## src/rtl/llr_quantizer.sv

```systemverilog
// Soft-sample to LLR front end: per-frame rounding right shift, symmetric saturation,
// re-framing to CODE_LENGTH beats, with an output register plus skid register.
//
// state | meaning
// FIRST | beat counter at 0, waiting for beat 0; shift is latched on its acceptance
// BODY  | beat counter 1..CODE_LENGTH-1, frame in progress
module llr_quantizer #(
    parameter int CODE_LENGTH    = 1024,
    parameter int IN_DATA_WIDTH  = 16,
    parameter int LLR_DATA_WIDTH = 8,
    parameter int SHIFT_WIDTH    = 4
) (
    input  logic                              clk,
    input  logic                              reset,
    input  logic [SHIFT_WIDTH-1:0]            shift,
    input  logic [IN_DATA_WIDTH-1:0]          s_axi_tdata,
    input  logic                              s_axi_tvalid,
    input  logic                              s_axi_tlast,
    output logic                              s_axi_tready,
    output logic [LLR_DATA_WIDTH-1:0]         m_axi_tdata,
    output logic                              m_axi_tvalid,
    output logic                              m_axi_tlast,
    input  logic                              m_axi_tready,
    output logic                              frame_error,
    output logic                              error_sticky,
    output logic [$clog2(CODE_LENGTH):0]      sat_count
);
    localparam int CW   = $clog2(CODE_LENGTH);
    localparam int SCW  = CW + 1;
    localparam int LMAX = 2 ** (LLR_DATA_WIDTH - 1) - 1;

    typedef enum logic {FIRST, BODY} state_t;

    state_t                          state, state_next;
    logic [CW-1:0]                   cnt;
    logic [SHIFT_WIDTH-1:0]          sh_reg, sh;
    logic [SCW-1:0]                  sat_run;

    logic                            accept, at_last_cnt, beat_last, frame_end, frame_bad;
    logic signed [IN_DATA_WIDTH:0]   x_ext, rnd, sum, r;
    logic signed [IN_DATA_WIDTH:0]   lmax_w;
    logic [LLR_DATA_WIDTH-1:0]       q;
    logic                            sat;

    logic [LLR_DATA_WIDTH-1:0]       skid_data;
    logic                            skid_last, skid_valid;

    assign accept      = s_axi_tvalid & s_axi_tready;
    assign at_last_cnt = (cnt == CW'(CODE_LENGTH - 1));
    assign beat_last   = s_axi_tlast | at_last_cnt;
    assign frame_end   = accept & beat_last;
    // early tlast or missing tlast are both "tlast disagrees with the counter"
    assign frame_bad   = accept & (s_axi_tlast ^ at_last_cnt);
    assign sh          = (state == FIRST) ? shift : sh_reg;
    assign lmax_w      = (IN_DATA_WIDTH + 1)'(LMAX);

    always_comb begin
        x_ext = {s_axi_tdata[IN_DATA_WIDTH-1], s_axi_tdata};
        rnd   = '0;
        sum   = x_ext;
        r     = x_ext;
        q     = '0;
        sat   = 1'b0;
        if (sh != '0) begin
            rnd = (IN_DATA_WIDTH + 1)'(1) << (sh - SHIFT_WIDTH'(1));
            sum = x_ext + rnd;
            r   = sum >>> sh;
        end
        if (r > lmax_w) begin
            q   = LLR_DATA_WIDTH'(LMAX);
            sat = 1'b1;
        end else if (r < -lmax_w) begin
            q   = LLR_DATA_WIDTH'(-LMAX);
            sat = 1'b1;
        end else begin
            q = r[LLR_DATA_WIDTH-1:0];
        end
    end

    always_ff @(posedge clk) begin
        if (reset) state <= FIRST;
        else       state <= state_next;
    end

    always_comb begin
        state_next = state;
        case (state)
            FIRST:   if (accept && !beat_last) state_next = BODY;
            BODY:    if (frame_end)            state_next = FIRST;
            default: state_next = FIRST;
        endcase
    end

    always_ff @(posedge clk) begin
        if (reset) begin
            cnt          <= '0;
            sh_reg       <= '0;
            sat_run      <= '0;
            sat_count    <= '0;
            frame_error  <= 1'b0;
            error_sticky <= 1'b0;
        end else begin
            frame_error <= frame_bad;
            if (frame_bad) error_sticky <= 1'b1;
            if (accept && state == FIRST) sh_reg <= shift;
            if (frame_end) begin
                cnt       <= '0;
                sat_count <= sat_run + SCW'(sat);
                sat_run   <= '0;
            end else if (accept) begin
                cnt     <= cnt + CW'(1);
                sat_run <= sat_run + SCW'(sat);
            end
        end
    end

    // s_axi_tready mirrors "skid empty", so a beat never arrives while the skid is full
    always_ff @(posedge clk) begin
        if (reset) begin
            m_axi_tvalid <= 1'b0;
            m_axi_tdata  <= '0;
            m_axi_tlast  <= 1'b0;
            skid_valid   <= 1'b0;
            skid_data    <= '0;
            skid_last    <= 1'b0;
            s_axi_tready <= 1'b1;
        end else if (!m_axi_tvalid || m_axi_tready) begin
            if (skid_valid) begin
                m_axi_tdata  <= skid_data;
                m_axi_tlast  <= skid_last;
                m_axi_tvalid <= 1'b1;
                skid_valid   <= 1'b0;
                s_axi_tready <= 1'b1;
            end else if (accept) begin
                m_axi_tdata  <= q;
                m_axi_tlast  <= beat_last;
                m_axi_tvalid <= 1'b1;
            end else begin
                m_axi_tvalid <= 1'b0;
            end
        end else if (accept) begin
            skid_data    <= q;
            skid_last    <= beat_last;
            skid_valid   <= 1'b1;
            s_axi_tready <= 1'b0;
        end
    end
endmodule

```

## config.mk

```make
export PLATFORM = sky130hd
export DESIGN_NAME = llr_quantizer
export DESIGN_NICKNAME = d
export VERILOG_FILES = /design/src/rtl/llr_quantizer.sv
export SDC_FILE = /design/constraint.sdc
export NUM_CORES = 1
export LEC_CHECK = 0
export BUFFER_PORTS_ARGS = -buffer_cell sky130_fd_sc_hd__buf_2
export CAP_MARGIN = 20
export CORE_ASPECT_RATIO = 0.8
export CORE_MARGIN = 5
export CORE_UTILIZATION = 60
export CTS_CLUSTER_SIZE = 16
export DETAILED_ROUTE_END_ITERATION = 8
export PLACE_DENSITY = 0.81
export SYNTH_ARGS = -nofsm -noshare
export SYNTH_HDL_FRONTEND = slang
export SYNTH_SLANG_ARGS = --single-unit
```

## constraint.sdc

```tcl
create_clock -name clk -period 6.8 [get_ports clk]
set_clock_uncertainty 0.2 [all_clocks]
set_input_delay 0 -clock clk [delete_from_list [all_inputs] [get_ports clk]]
set_output_delay 0 -clock clk [all_outputs]
set_load 0.03 [all_outputs]
```

# [After elaboration in Yosys (flattened, before gate mapping)]
# Index checks and enable logic that the tools add are counted.
[word_totals] regBits=60 latchBits=0 ramBits=0 romBits=0 inputBits=25 out_inout_bits=24 wordCells=62 mem_count=0
[op_classes] n_addsub=4 n_mul=0 div=0 magnitude_cmp=2 n_eq_ne=2 shift=2 muxes=18 bitwise=7 n_reduce_logical=13
[op_table] op="$mux 8" count=4
[op_table] op="$add 16x17->17" count=1
[op_table] op="$gt 17x8->1 const B" count=1
[op_table] op="$lt 17x8->1 const B" count=1
[op_table] op="$mux 17" count=1
[op_table] op="$shl 1x4->17 const A" count=1
[op_table] op="$sshr 17x4->17" count=1
[op_table] op="$add 11x1->11" count=1
[op_table] op="$mux 1" count=11
[op_table] op="$add 10x1->10 const B" count=1
[op_table] op="$eq 10x10->1 const B" count=1
[op_table] op="$reduce_and 2->1" count=3
[op_table] op="$mux 4" count=1
[op_table] op="$reduce_bool 2->1" count=2
[op_table] op="$reduce_bool 4->1" count=1
[op_table] op="$reduce_or 2->1" count=2
[op_table] op="$sub 4x1->4 const B" count=1
[op_table] op="$and 1x1->1" count=3
[op_table] op="$logic_and 1x1->1" count=2
[op_table] op="$logic_not 1->1" count=2
[op_table] op="$ne 2x2->1 const B" count=1
[op_table] op="$not 1->1" count=2
[op_table] op="$pmux 1 s2" count=1
[op_table] op="$logic_or 1x1->1" count=1
[op_table] op="2 further kinds" count=2

# [Depth between registers and ports, before layout]
[logic_depth] depth_word=11 ltp_mapped=27 mapped_depth_nobuf=25

# [Worst setup path before layout]
# Ideal clock, no wire load.
[synth_timing] kind="reg2reg" startpoint="reg with a tool-made name" endpoint="reg sat_count[10]" setup_ns=0.138 arrival_time_ns=5.708 required_time_ns=6.462 path_slack_ns=0.755 path_stages_with_launch=26 path_buffers=4 synth_period_minus_slack_ns=6.045 cell_sequence="dfxtp_1 -> buf_2 -> mux2i_1 -> clkbuf_1 -> clkbuf_1 -> nor3_1 -> ha_1 -> o211ai_1 -> a21oi_1 -> o21a_1 -> or4_1 -> buf_2 -> nand2_2 -> o211ai_1 -> or4b_1 -> and4bb_2 -> a21oi_2 -> or3_1 -> ha_1 -> ha_1 -> nand3_1 -> nor2_1 -> and3_1 -> nand3_1 -> xor2_1 -> a211oi_1"
[synth_rtl] item="end signal: assignment" line="108" source="sat_count <= sat_run + SCW'(sat);"
[synth_rtl] item="end: declaration" line="26" source="output logic [$clog2(CODE_LENGTH):0] sat_count"

==> flow_summary.toml <==
[clock_network]
numCtsBuffers = 9
cts_tree = "yes"
cts.sinks = 60
clk_pin_slew_worst_paths_ns = 0.08
clk_latency_ns = 0.34
postCtsSetupRepairBufs = 0
clockBufferDepth = 2
htreeDepth = 3
cts-root-buf = "clkbuf_8"

[route]
antenna_left = 0
wirelength_mm = 17.13
drtIter0Drc = 705
drc_errors = 0
wl_per_cell_microns = 20.13
viasPerCell = 6.766
drtPass1Iterations = 6
via_count = 5758

[cells_and_area]
drive_above_1_share_pct = 17.50
n_fill_cell = 657
nNetsFinal = 784
syn2layout_area_growth_pct = 17.20
n_antenna_cell = 0
instances_no_fill = 851
top_regs = "sat_count (11), sat_run (11), cnt (10)"

[sta]
finalMaxSlewViolations = 0
tightestPinTransition_ns = 1.003
final.period_utilization_pct = 96.19
finalSetupTns_ns = 0
finalSetupViolCount = 0
rsz0062_at_grt = "no"
slew_headroom_pct = 32.68
fin_crit_ns = 6.541
max_freq_mhz = 152.9
hold_viol = 0

[logic_synthesis]
yosysUniqueCellTypes = 83
yosysMostFrequentCell = "nand2_1"
ys_warn_count = 0
synthTopCellsByArea = "dfxtp_1 24%, nand2_1 6.6%, a21oi_1 6.3%, nor2_1 5.9%, ha_1 5.1%"
synth_edf_count = 0
yosysTopAreaCell = "dfxtp_1"
netlist_area_sq_um = 4938
yosys.area.top_type_share_pct = 24.32
synthArstFlopShare_pct = 0
synth.top_cells.by_count = "87 x nand2_1, 78 x nor2_1, 62 x a21oi_1, 60 x dfxtp_1, 38 x o21ai_0"
ys_seq_elements = 60
synth_area_per_cell_sq_um = 7.360
synth_ff_type = "dfxtp_1"
yosysSeqAreaShare_pct = 24.32
synthCells = 671
synth_nets = 717

[job]
maxCapViolations = 0

[worst_setup_path]
critPathLaunchType = "flip-flop"
cp.buffers_inverters = 2
crit_path_cell_trace = "buf_4 -> mux2i_1 -> buf_4 -> nand2_1 -> nor2_1 -> ha_1 -> o211ai_1 -> a21oi_2 -> o21a_1 -> or4_1 -> nand2_2 -> o211ai_1 -> or4b_1 -> and4bb_2 -> a21oi_2 -> or3_1 -> ha_1 -> ha_1 -> nand3_1 -> nor2_1 -> and3_2 -> nand3_1 -> xor2_1 -> a211oi_1"
cp.depth = 24
path_max_fanout = 23
endpoint_kind = "flip-flop"
critPathMaxStageDelay_ns = 0.55
cp_slowest_cell = "or4_1"
endpoint = "sat_count[10]"
cp.arrival_ns = 6.54
reg2reg_to = "sat_count[10]"
critPathTopFamily = "simple AND/OR/NAND/NOR gates"
r2r_cells = 24
worst_ep_required_time_ns = 6.80
crit_type = "flip-flop to flip-flop"
ff2ff_setup_slack_ns = 0.26
worst_path_most_repeated_cell = "ha_1"

[global_route]
grt_pass1_wl_mm = 27.15
track_usage_pct = 32.55
grt_pass1_vias = 5215
antenna_found_initial = 0
grt_max_degree = 37
grt-ovfl-total = 0

[floorplan]
die_w_microns = 111.4
core_sq_um = 7983
die_height_microns = 91.15
start_util_pct = 61.87
rows = 29
ios = 49
die-area_sq_um = 10160

[pwr]
power_density_nw_per_um2 = 203.7
p_total_w = 0.001179
ir_drop_uv = 216.6
leakage_nw = 2.322

[placed_design]
dp_hpwl_mm = 12.77
portBuffers = 48
place.gp.congestion = 1.141
dp.cells = 825

[outcome]
outcome = "completed"

[hold_path]
hold_path_class = "input pin to flip-flop"
worst min-delay path by stage:
stage                          startpoint      endpoint  depth (start not counted)
final                     s_axi_tdata[15]  skid_data[7]                          5
after global placement           shift[0]     sh_reg[0]                          3
after CTS                  s_axi_tdata[3]  skid_data[3]                          5
after global routing      s_axi_tdata[15]  skid_data[7]                          5
after detailed placement         shift[0]     sh_reg[0]                          3
after floorplan                  shift[0]     sh_reg[0]                          2
cell usage in the layout, fill, tap and decap left out, types with 4 or more instances in the layout:
| master | count |
|---|---|
| a311oi_1 | 4 |
| a31oi_1 | 10 |
| o22ai_1 | 5 |
| nor3_1 | 19 |
| o211ai_1 | 10 |
| inv_1 | 11 |
| nand4_1 | 9 |
| o221ai_1 | 5 |
| nand3_1 | 23 |
| o21ai_0 | 37 |
| o211a_1 | 4 |
| nor4_1 | 4 |
| buf_2 | 48 |
| mux2_2 | 4 |
| clkbuf_8 | 10 |
| and3_1 | 5 |
| or3_1 | 9 |
| a211oi_1 | 22 |
| ha_1 | 20 |
| and2_1 | 5 |
| dlygate4sd3_1 | 9 |
| xor2_1 | 18 |
| a21oi_2 | 4 |
| mux2i_1 | 9 |
| a21o_1 | 10 |
| a21oi_1 | 60 |
| xnor2_1 | 15 |
| dfxtp_1 | 59 |
| nand2b_1 | 7 |
| buf_4 | 33 |
| nor2_1 | 77 |
| nand2_1 | 87 |
per-stage QoR:
step | cell area [sq um] | hold WS, ns | setup WS [ns] | utilization, %
after global routing | 5788 | 0.1199 | 0.02296 | 72.51
after detailed placement | 5429 | 0.08026 | 0.2299 | 68.01
final | 5788 | 0.08556 | 0.2591 | 72.51
after floorplan | 4938 | -0.06395 | 0.7550 | -
after CTS | 5743 | 0.06549 | 0.1131 | 71.94
after global placement | 5429 | 0.07259 | 0.3190 | 68.01
cells by family after synthesis:
kind of cell | after synthesis | synth area share [%]
and+or+nand+nor | 268 | 25.77
AOI/OAI and AO/OA | 227 | 31.34
buffers and inverters | 47 | 3.851
adders and majority gates | 21 | 5.473
muxes | 15 | 3.395
DFF | 60 | 24.32
xor gates and xnor gates | 33 | 5.853
layer usage:
metal	GRT usage, %	vias up	routed length, microns	part of all wire (%)
met5	0	-	0	0
met4	6.788	0	529	3.1
met3	13.09	64	2416	14
met2	47.34	373	7088	41
met1	45.59	2668	7099	41
li1	-	2653	-	-
power breakdown:
part / leakage [nW] / internal (W) / switching [W]
Clock: 0.113 / 0.000216 / 0.000149
Combinational: 1.72 / 0.000152 / 0.000281
Sequential: 0.490 / 0.000368 / 0.0000124
worst register-to-register path, cell delays in order, from the launching register on:
cell and delay [ns]:
dfxtp_4 0.41, buf_4 0.20, mux2i_1 0.20, buf_4 0.30, nand2_1 0.29, nor2_1 0.26, ha_1 0.32, o211ai_1 0.29
a21oi_2 0.11, o21a_1 0.24, or4_1 0.55, nand2_2 0.15, o211ai_1 0.15, or4b_1 0.53, and4bb_2 0.37, a21oi_2 0.08
or3_1 0.42, ha_1 0.21, ha_1 0.22, nand3_1 0.15, nor2_1 0.08, and3_2 0.25, nand3_1 0.12, xor2_1 0.20
a211oi_1 0.10
layout make-up:
type / instances / area (sq um) / area share [%]
Clock inverter: 6 / 86.33 / 1.492
Tap cell: 108 / 135.1 / 2.335
Multi-Input combinational cell: 564 / 3581 / 61.87
Clock buffer: 10 / 137.6 / 2.378
Inverter: 12 / 45.04 / 0.7782
Sequential cell: 60 / 1205 / 20.82
Timing Repair Buffer: 91 / 598.1 / 10.33
what timing repair did:
action	in CTS	in global routing
resized for setup	0	10
endpoints found under the hold margin	11	0
setup endpoints to repair	0	8
hold buffers	9	0
No activity file was read; power rests on OpenSTA's default activity.
